==> config.mk <==
export PLATFORM = sky130hd
export DESIGN_NAME = rd_bus_arbiter
export DESIGN_NICKNAME = d
export VERILOG_FILES = /design/src/rtl/rd_bus_arbiter.sv
export SDC_FILE = /design/constraint.sdc
export NUM_CORES = 1
export LEC_CHECK = 0
export ABC_AREA = 1
export BUFFER_PORTS_ARGS = -buffer_cell sky130_fd_sc_hd__clkbuf_2
export CORE_AREA = 2 2 140 142
export DETAILED_ROUTE_END_ITERATION = 6
export DIE_AREA = 0 0 142 144
export HOLD_SLACK_MARGIN = 0.06
export MAX_ROUTING_LAYER = met4
export PLACE_DENSITY = 0.72
export SYNTH_ARGS = -nofsm -noshare
export SYNTH_HDL_FRONTEND = slang
export SYNTH_SLANG_ARGS = --single-unit
==> constraint.sdc <==
create_clock -name clk -period 1.7 [get_ports clk]
set_input_delay 0.255 -clock clk [delete_from_list [all_inputs] [get_ports clk]]
set_output_delay 0.255 -clock clk [all_outputs]
set_load 0.02 [all_outputs]
==> src/rtl/rd_bus_arbiter.sv <==
// rd_bus_arbiter: shares one read bus between the I-cache and D-cache
// refill engines. One transaction is outstanding at a time; ties are
// broken round-robin, and responses are routed to the current owner.
module rd_bus_arbiter #(
    parameter bit FIRST_PRIO = 1'b1  // 1 = D-cache wins the first tie, 0 = I-cache
) (
    input  logic         clk,
    input  logic         rst_n,
    // requesters
    input  logic         icr_start_rq,
    input  logic [31:0]  icr_rin_addr,
    input  logic         dcr_start_rq,
    input  logic [31:0]  dcr_rin_addr,
    output logic         rqfull_ic,
    output logic         rqfull_dc,
    // read bus request side
    output logic         bus_start_rq,
    output logic [31:0]  bus_rin_addr,
    // read bus response side
    input  logic [127:0] rdat_m_data,
    input  logic         rdat_m_valid,
    input  logic         finish_mrd,
    // routed responses
    output logic         ic_rdat_valid,
    output logic         dc_rdat_valid,
    output logic [127:0] rdat_data,
    output logic         ic_finish_mrd,
    output logic         dc_finish_mrd
);

    typedef enum logic [1:0] {
        S_IDLE  = 2'd0,
        S_ISSUE = 2'd1,
        S_WAIT  = 2'd2
    } state_t;

    // Index 0 = I-cache, index 1 = D-cache throughout.
    state_t            state_q, state_d;
    logic [1:0]        pend_q, pend_d;
    logic [1:0][31:0]  addr_q, addr_d;
    logic              owner_q, owner_d;     // current / last owner, 1 = D-cache
    logic [31:0]       bus_addr_q, bus_addr_d;
    logic              bus_start_q, bus_start_d;

    logic              busy;
    logic              in_wait;
    logic [1:0]        acc;
    logic [1:0]        req;
    logic              pick;

    // Requester-visible status and accepted start pulses.
    always_comb begin
        busy      = (state_q == S_ISSUE) || (state_q == S_WAIT);
        in_wait   = (state_q == S_WAIT);
        rqfull_ic = pend_q[0] | (busy & ~owner_q);
        rqfull_dc = pend_q[1] | (busy & owner_q);
        acc       = {dcr_start_rq & ~rqfull_dc, icr_start_rq & ~rqfull_ic};
        req       = pend_q | acc;
        // On a tie the requester that did not own the bus last time wins.
        pick      = (req == 2'b11) ? ~owner_q : req[1];
    end

    // Next-state logic: capture requests, grant in IDLE, clear pending in ISSUE.
    always_comb begin
        state_d     = state_q;
        pend_d      = pend_q | acc;
        addr_d      = addr_q;
        owner_d     = owner_q;
        bus_addr_d  = bus_addr_q;
        bus_start_d = 1'b0;
        if (acc[0]) addr_d[0] = icr_rin_addr;
        if (acc[1]) addr_d[1] = dcr_rin_addr;
        case (state_q)
            S_IDLE: begin
                if (|req) begin
                    owner_d     = pick;
                    // A same-cycle pulse has not reached addr_q yet, so use addr_d.
                    bus_addr_d  = addr_d[pick];
                    bus_start_d = 1'b1;
                    state_d     = S_ISSUE;
                end
            end
            S_ISSUE: begin
                pend_d[owner_q] = 1'b0;
                state_d         = S_WAIT;
            end
            S_WAIT: begin
                if (finish_mrd) state_d = S_IDLE;
            end
            default: state_d = S_IDLE;
        endcase
    end

    // State and registered outputs.
    always_ff @(posedge clk or negedge rst_n) begin
        if (!rst_n) begin
            state_q     <= S_IDLE;
            pend_q      <= '0;
            addr_q      <= '0;
            owner_q     <= ~FIRST_PRIO;
            bus_addr_q  <= '0;
            bus_start_q <= 1'b0;
        end else begin
            state_q     <= state_d;
            pend_q      <= pend_d;
            addr_q      <= addr_d;
            owner_q     <= owner_d;
            bus_addr_q  <= bus_addr_d;
            bus_start_q <= bus_start_d;
        end
    end

    // Response routing: only the owner sees data/finish, and only in WAIT.
    always_comb begin
        bus_start_rq  = bus_start_q;
        bus_rin_addr  = bus_addr_q;
        rdat_data     = rdat_m_data;
        ic_rdat_valid = in_wait & ~owner_q & rdat_m_valid;
        dc_rdat_valid = in_wait & owner_q & rdat_m_valid;
        ic_finish_mrd = in_wait & ~owner_q & finish_mrd;
        dc_finish_mrd = in_wait & owner_q & finish_mrd;
    end

endmodule
==> impl_metrics.tcl, run 1 <==
set metrics [dict create \
    status "complete, but fails checks" \
    violations "negative setup slack" \
    ys_warn_count 0 \
    clock_sinks 102 \
    portBuffers 108 \
    peakVddDrop_mv 0.688 \
    n_antenna_cell 0 \
    fin_ws_ns -0.0812 \
    critical_path_arrival_ns 1.53 \
    synth-edff-count 0 \
    worst_setup_path_end_kind "primary output" \
    postLayoutCellArea_um2 7170 \
    reg2reg_from "state_q[0]" \
    setup_viol 20 \
    multi_input_area_um2 1940 \
    grt_use_total_pct 16.0 \
    hold_start "dcr_rin_addr[20]" \
    syn-instance-count 859 \
    grt_max_degree 41 \
    numCtsBuffers 9 \
    fillers 1923 \
    yosys-top-cells-area "dfrtp_1 (41%), nand2_1 (16%), buf_4 (15%)" \
    synth_commonest_cells "nand2_1 (268), inv_1 (199), buf_4 (129), dfrtp_1 (102), nand4_1 (64)" \
    period_share_pct 105 \
    yosysMostFrequentCell "nand2_1" \
    critPathMaxFanout 4 \
    drtIter0Drc 318 \
    seq_area_um2 2550 \
    hold_path_class "input port to flip-flop" \
    grt_pass1_wl_um 24400 \
    hold_ws_ns 0.219 \
    max_freq_ghz 0.561 \
    required_ns 1.44 \
    core_area_um2 19100 \
    drv_cap 0 \
    synth_cell_types 21 \
    p_leak_nw 4.27 \
    rsz0062_at_grt "yes" \
    vias_per_cell 4.44 \
    start_kind "flip-flop" \
    cpPeakStageDelay_ns 0.40 \
    finalNetCount 1067 \
    grt_pass1_vias 4718 \
    cts.path.max_buffers 2 \
    ys_ff_latch 102 \
    place_area_um2 6360 \
    drive_above_1_share_pct 24.7 \
    clk_pin_slew_ns 0.08 \
    final_core_util_pct 37.6 \
    async_flop_share_pct 100 \
    cts_tree "yes" \
    critPathKind "flip-flop to primary output" \
    wirelength_um 16600 \
    timing.critical_path.buf_inv 5 \
    routabilityCongestion 0.800 \
    path_cells "inv_2 > buf_6 > ha_4 > inv_4 > nor3_2 > buf_4 > buf_8" \
    synth_area_um2 6250 \
    start_util_pct 32.8 \
    ios 365 \
    die_x_um 142 \
    first_pass_iters 4 \
    cp_slowest_cell "dfrtp_1" \
    hold_viol 0 \
    gr-total-overflow 0 \
    die_h_um 144 \
    slew_viol_final 0 \
    root_buffer "clkbuf_16" \
    hold_end "addr_q[52]" \
    synth_nets 1061 \
    yosysTopAreaCellShare_pct 40.8 \
    hold_path_depth 5 \
    startpoint "state_q[0]" \
    r2r-end "bus_rin_addr[22]" \
    h-tree-depth 3 \
    dieArea_um2 20400 \
    worstRegToRegCells 9 \
    min_period_ns 1.78 \
    rows 51 \
    powerDensity_nw_per_um2 2070 \
    antenna_found_initial 0 \
    worst_slew_pin_slew_ns 0.367 \
    clk_latency_ns 0.36 \
    finClkSkew_ns 0.00968 \
    place_hpwl_um 10800 \
    ys_seq_area_share_pct 40.8 \
    yosys.area.top_type "dfrtp_1" \
    reg2reg_slack_ns -0.04 \
    postRouteAntennaNets 0 \
    wl_per_cell_um 15.0 \
    vias 4925 \
    maxSlewHeadroom_pct 75.5 \
    avgSynthCellArea_um2 7.28 \
    drc 0 \
    setup_tns_ns -0.453 \
    crit_family "buffers and inverters" \
    area_delta_synth_final_pct 14.7 \
    ys.flop_type "dfrtp_1" \
]
[tightest hold or removal path, stage by stage]
cell and delay (ns):
clkbuf_2 0.07, inv_1 0.03, nand4_1 0.07, nand2_1 0.07, inv_1 0.05
[how the worst max path moves through the flow]
stage | cells after the start | to | slack [ns]
after floorplan | 9 | bus_rin_addr[10] | 0.03
after global placement | 9 | bus_rin_addr[14] | -0.007
after detailed placement | 9 | bus_rin_addr[14] | -0.03
after CTS | 7 | dc_finish_mrd | -0.13
after global routing | 7 | dc_finish_mrd | -0.13
final | 7 | dc_finish_mrd | -0.08
[sequential cells by signal, summed over array words and instances, names as in the netlist]
signal,count
bus_rin_addr,32
state_q,2
owner_q,1
addr_q,64
pend_q,2
bus_start_rq,1
[area by class of cell]
class,instances,area share (%)
Clock buffer,9,3.14
Clock inverter,7,1.29
Inverter,202,10.6
Multi-Input combinational cell,388,27.1
Sequential cell,102,35.6
Tap cell,238,4.15
Timing Repair Buffer,162,18.1
[cells in the final DEF (no fill, tap or decap), drive strengths merged, types with 2 or more instances in the layout]
cell type  instances
ha                 4
a21oi              5
clkinv             4
inv              204
nand4             64
o21ai              2
nand2            272
buf               54
dfrtp            102
nor3               4
nand3             36
clkbuf           115
[cell families (layout without fill, tap and decap cells)]
| group | after synthesis | count (layout) | share of synthesized area, % |
|---|---|---|---|
| fa+ha+maj | 4 | 4 | 0.800 |
| simple gates | 377 | 377 | 26.6 |
| buf+inv | 369 | 380 | 30.7 |
| compound gates | 7 | 7 | 1.10 |
| flops | 102 | 102 | 40.8 |
[through the flow]
step           cells  total power, mW  worst slack, ns
2_1_floorplan    859             9.07           0.0342
3_3_place_gp    1075             11.0         -0.00742
3_5_place_dp    1075             11.2          -0.0331
4_1_cts         1095             13.9           -0.132
5_1_grt         1108             16.0           -0.131
6_report        1108             14.8          -0.0812
[routing by layer]
metal	GRT usage, %	wire length [µm]
met5	-	0
met1	18.9	6820
met3	3.68	1110
met2	25.6	8150
met4	8.05	499
[power breakdown]
| group | internal (mW) | switching (mW) |
|---|---|---|
| Combinational | 3.42 | 5.05 |
| Sequential | 3.63 | 0.504 |
| Clock | 1.18 | 1.03 |
[repair_timing]
| action | CTS | global route |
|---|---|---|
| endpoints found under the setup margin | 32 | 38 |
| cloned | 2 | 7 |
| hold endpoints to repair | 24 | 0 |
| setup buffers | 1 | 7 |
| pin swaps | 3 | 11 |
| hold buffers | 1 | 0 |
| resized for setup | 19 | 41 |
Power figures use the tool's default switching activity.
==> run 2, diff against run 1 <==
- PLACE_DENSITY: 0.72 -> 0.69
==> impl_metrics.tcl, run 2 (synthesis results as in run 1) <==
set metrics [dict create \
    portBuffers 108 \
    vias 4875 \
    reg2reg_slack_ns 0.01 \
    setup_viol 1 \
    cts_tree "yes" \
    routabilityCongestion 0.811 \
    max_freq_ghz 0.574 \
    worstRegToRegCells 10 \
    place_hpwl_um 11200 \
    hold_end "addr_q[60]" \
    core_area_um2 19100 \
    slew_viol_final 0 \
    hold_start "dcr_rin_addr[28]" \
    fillers 1969 \
    antenna_found_initial 0 \
    reg2reg_from "state_q[0]" \
    fin_ws_ns -0.0421 \
    hold_path_depth 5 \
    wl_per_cell_um 14.5 \
    r2r-end "bus_rin_addr[25]" \
    grt_max_degree 38 \
    period_share_pct 102 \
    met3_usage_pct 3.68 \
    violations "negative setup slack" \
    regMostFlops "addr_q" \
    hold_path_class "input port to flip-flop" \
    die_x_um 142 \
    final_common_cell "nand2_1" \
    grt_pass1_vias 4729 \
    drc 0 \
    start_kind "flip-flop" \
    gr-total-overflow 0 \
    cts.path.max_buffers 2 \
    hold_viol 0 \
    drv_cap 0 \
    rsz0062_at_grt "yes" \
    clk_pin_slew_ns 0.07 \
    area_delta_synth_final_pct 13.2 \
    h-tree-depth 3 \
    critPathKind "flip-flop to primary output" \
    required_ns 1.44 \
    grtUsageMet2_pct 24.7 \
    min_period_ns 1.74 \
    root_buffer "clkbuf_16" \
    clock_sinks 102 \
    met1_usage_pct 18.3 \
    numCtsBuffers 9 \
    worst_slew_pin_slew_ns 0.454 \
    finClkSkew_ns 0.00616 \
    grt_pass1_wl_um 23900 \
    drive_above_1_share_pct 24.2 \
    wirelength_um 16000 \
    critical_path_arrival_ns 1.49 \
    critPathMaxFanout 5 \
    n_antenna_cell 0 \
    rows 51 \
    status "complete, but fails checks" \
    clk_latency_ns 0.35 \
    postLayoutCellArea_um2 7080 \
    largest_register_ffs 64 \
    ios 365 \
    worst_setup_path_end_kind "primary output" \
    vias_per_cell 4.42 \
    busiest_layer "met2" \
    first_pass_iters 7 \
    hold_ws_ns 0.225 \
    peakVddDrop_mv 0.575 \
    die_h_um 144 \
    drtIter0Drc 318 \
    powerDensity_nw_per_um2 2050 \
    start_util_pct 32.8 \
    finalNetCount 1063 \
    maxSlewHeadroom_pct 69.8 \
    postRouteAntennaNets 0 \
    grt_use_total_pct 15.4 \
    p_leak_nw 4.20 \
    place_area_um2 6330 \
    layout_common_cells "nand2_1 (258), inv_1 (196), dfrtp_1 (101), clkbuf_2 (101), nand4_1 (64)" \
    dieArea_um2 20400 \
]
-- run 2: report_power, final --
part,switching [mW],total (mW),internal [mW]
Clock,0.976,2.32,1.35
Sequential,0.530,4.16,3.63
Combinational,4.86,8.02,3.16
-- run 2: routing by layer --
metal,up-vias,routed length [µm]
met1,2262,6860
met5,-,0
met3,53,902
met2,147,7830
li1,2413,-
met4,0,446
-- run 2: final cells by class --
| class | instances | area (µm²) | share of cell area [%] |
|---|---|---|---|
| well taps | 238 | 298 | 4.21 |
| clock inverters | 6 | 92.6 | 1.31 |
| inverters | 202 | 758 | 10.7 |
| repair buffers | 158 | 1220 | 17.2 |
| flip-flops and latches | 102 | 2550 | 36.1 |
| clock buffers | 10 | 239 | 3.38 |
| multi-input cells | 388 | 1920 | 27.1 |
-- run 2: repair_timing --
item,in CTS,in global routing
gates resized for setup,15,40
setup buffers,1,7
pin swaps,3,5
hold buffers,1,0
endpoints found under the hold margin,31,0
cloned,0,7
endpoints found under the setup margin,38,38
-- run 2: critical path, cell delays in order (launching register included) --
cell     delay [ns]
dfrtp_1        0.37
inv_2          0.07
ha_4           0.33
nand2_8        0.08
buf_8          0.13
nand2_4        0.05
buf_8          0.10
-- run 2: stage by stage --
stage	total power, mW	instances	utilization, %	setup WS, ns	TNS, ns
after floorplan	9.07	859	-	0.0342	0
after global placement	11.0	1073	33.2	0.0138	0
after detailed placement	11.2	1073	33.2	-0.0605	-0.435
after CTS	13.7	1090	35.3	-0.103	-0.360
after global routing	15.7	1104	37.1	-0.0943	-1.29
final	14.5	1104	37.1	-0.0421	-0.0421
-- run 2: worst max-delay path by stage --
stage,from,endpoint,cells after the start,slack [ns]
3_5_place_dp,state_q[1],bus_rin_addr[25],10,-0.06
3_3_place_gp,state_q[0],bus_rin_addr[24],9,0.01
2_1_floorplan,state_q[0],bus_rin_addr[10],9,0.03
6_report,state_q[0],rqfull_dc,6,-0.04
5_1_grt,state_q[0],rqfull_dc,6,-0.09
4_1_cts,state_q[0],rqfull_dc,6,-0.10
==> run 3, diff against run 2 <==
- SETUP_SLACK_MARGIN: default -> 0.2
==> impl_metrics.tcl, run 3 (synthesis results as in run 1) <==
set metrics [dict create \
    die_x_um 142 \
    met1_length_um 6750 \
    grt_pass1_vias 4745 \
    status "complete, but fails checks" \
    vias_per_cell 4.44 \
    drtIter0Drc 229 \
    min_period_ns 1.83 \
    violations "negative setup slack" \
    required_ns 1.44 \
    clk_latency_ns 0.35 \
    switching_share_pct 44.1 \
    vias 4925 \
    grt_use_total_pct 16.5 \
    core_area_um2 19100 \
    period_share_pct 108 \
    post-place-ws_ns 0.0167 \
    drive_above_1_share_pct 34.6 \
    start_kind "flip-flop" \
    finalNetCount 1069 \
    powerDensity_nw_per_um2 2070 \
    p_clk_share_pct 13.3 \
    postLayoutCellArea_um2 7630 \
    hold_path_class "input port to flip-flop" \
    drv_cap 0 \
    numCtsBuffers 9 \
    antenna_found_initial 0 \
    critical_path_arrival_ns 1.58 \
    fillers 1914 \
    rsz0062_at_grt "yes" \
    routed.top_layer "met4" \
    regMostFlops "addr_q" \
    place_area_um2 6330 \
    start_util_pct 32.8 \
    root_buffer "clkbuf_16" \
    critPathMaxFanout 5 \
    multi_input_area_um2 2300 \
    die_h_um 144 \
    dieArea_um2 20400 \
    gr-total-overflow 0 \
    power.internal_mw 8.82 \
    postRouteAntennaNets 0 \
    portBuffers 108 \
    hold_start "dcr_rin_addr[9]" \
    fin_total_pwr_mw 15.8 \
    routabilityCongestion 0.808 \
    met2_length_um 8230 \
    ios 365 \
    fin_ws_ns -0.132 \
    seq_area_um2 2550 \
    p_leak_nw 4.36 \
    maxSlewHeadroom_pct 74.1 \
    critPathKind "flip-flop to primary output" \
    startpoint "state_q[0]" \
    clock_sinks 102 \
    first_pass_iters 4 \
    hold_ws_ns 0.219 \
    finClkSkew_ns 0.00989 \
    largest_register_ffs 64 \
    final_core_util_pct 40.0 \
    drc 0 \
    power.switching_mw 6.96 \
    place_hpwl_um 11100 \
    clk_pin_slew_ns 0.07 \
    final_common_cell "nand2_1" \
    grt_max_degree 54 \
    h-tree-depth 3 \
    worst_setup_path_end_kind "primary output" \
    slew_viol_final 0 \
    cts_tree "yes" \
    p_comb_share_pct 60.1 \
    reg2reg_from "state_q[0]" \
    wirelength_um 16500 \
    p_seq_share_pct 26.6 \
    wl_per_cell_um 14.8 \
    setup_viol 38 \
    worst_slew_pin_slew_ns 0.388 \
    hold_viol 0 \
    rows 51 \
    peakVddDrop_mv 0.788 \
    n_antenna_cell 0 \
    grt_pass1_wl_um 25000 \
    max_freq_ghz 0.546 \
    layout_common_cells "nand2_1 (188), inv_1 (175), dfrtp_1 (101), clkbuf_2 (101), nand4_1 (64)" \
    area_delta_synth_final_pct 21.9 \
    cts.path.max_buffers 2 \
    wl_met3_um 778 \
]
## run 3: path summary, 6_finish.rpt
check | cells after the start | slack, ns | endpoint
setup / recovery | 7 | -0.13 | rqfull_dc
hold / removal | 5 | 0.22 | addr_q[41]
setup reg to reg | 11 | -0.08 | bus_rin_addr[24]
hold reg to reg | 2 | 0.49 | bus_rin_addr[8]
max in group asynchronous | 3 | 0.71 | addr_q[48]
min in group asynchronous | 2 | 0.36 | state_q[1]
## run 3: layout make-up
| cell class | count | share of cell area [%] |
|---|---|---|
| Clock buffer | 11 | 3.18 |
| Clock inverter | 5 | 0.755 |
| Inverter | 202 | 9.98 |
| Multi-Input combinational cell | 388 | 30.2 |
| Sequential cell | 102 | 33.5 |
| Tap cell | 238 | 3.90 |
| Timing Repair Buffer | 164 | 18.5 |
## run 3: power by group through the flow
stage | sequential [mW] | clock [mW] | combinational (mW)
after global placement | 4.18 | 0 | 6.80
final | 4.20 | 2.11 | 9.48
after CTS | 4.18 | 2.14 | 7.95
after detailed placement | 4.20 | 0 | 7.00
after global routing | 4.31 | 2.28 | 10.5
after floorplan | 4.55 | 0 | 4.71
## run 3: per-stage QoR
| stage | setup TNS [ns] | instances |
|---|---|---|
| final | -1.54 | 1110 |
| after CTS | -1.65 | 1098 |
| after global placement | 0 | 1070 |
| after floorplan | 0 | 859 |
| after global routing | -4.92 | 1110 |
| after detailed placement | 0 | 1070 |
## run 3: critical path, stage by stage, from the launching register on
cell and delay, ns:
dfrtp_1 0.37, inv_2 0.07, ha_4 0.31, buf_12 0.11
nand2_8 0.06, buf_12 0.14, nand2_4 0.05, buf_8 0.10
## run 3: routing by layer
metal	global-route usage [%]	vias up
met5	-	-
met4	8.53	0
met3	3.11	64
met2	27.0	151
met1	19.4	2281
li1	-	2429
## run 3: repair_timing
action,in CTS,in global routing
cloned,4,3
pin swaps,11,27
hold buffers,1,0
endpoints found under the hold margin,23,0
buffers inserted,7,9
gates resized for setup,34,171
setup endpoints to repair,65,107
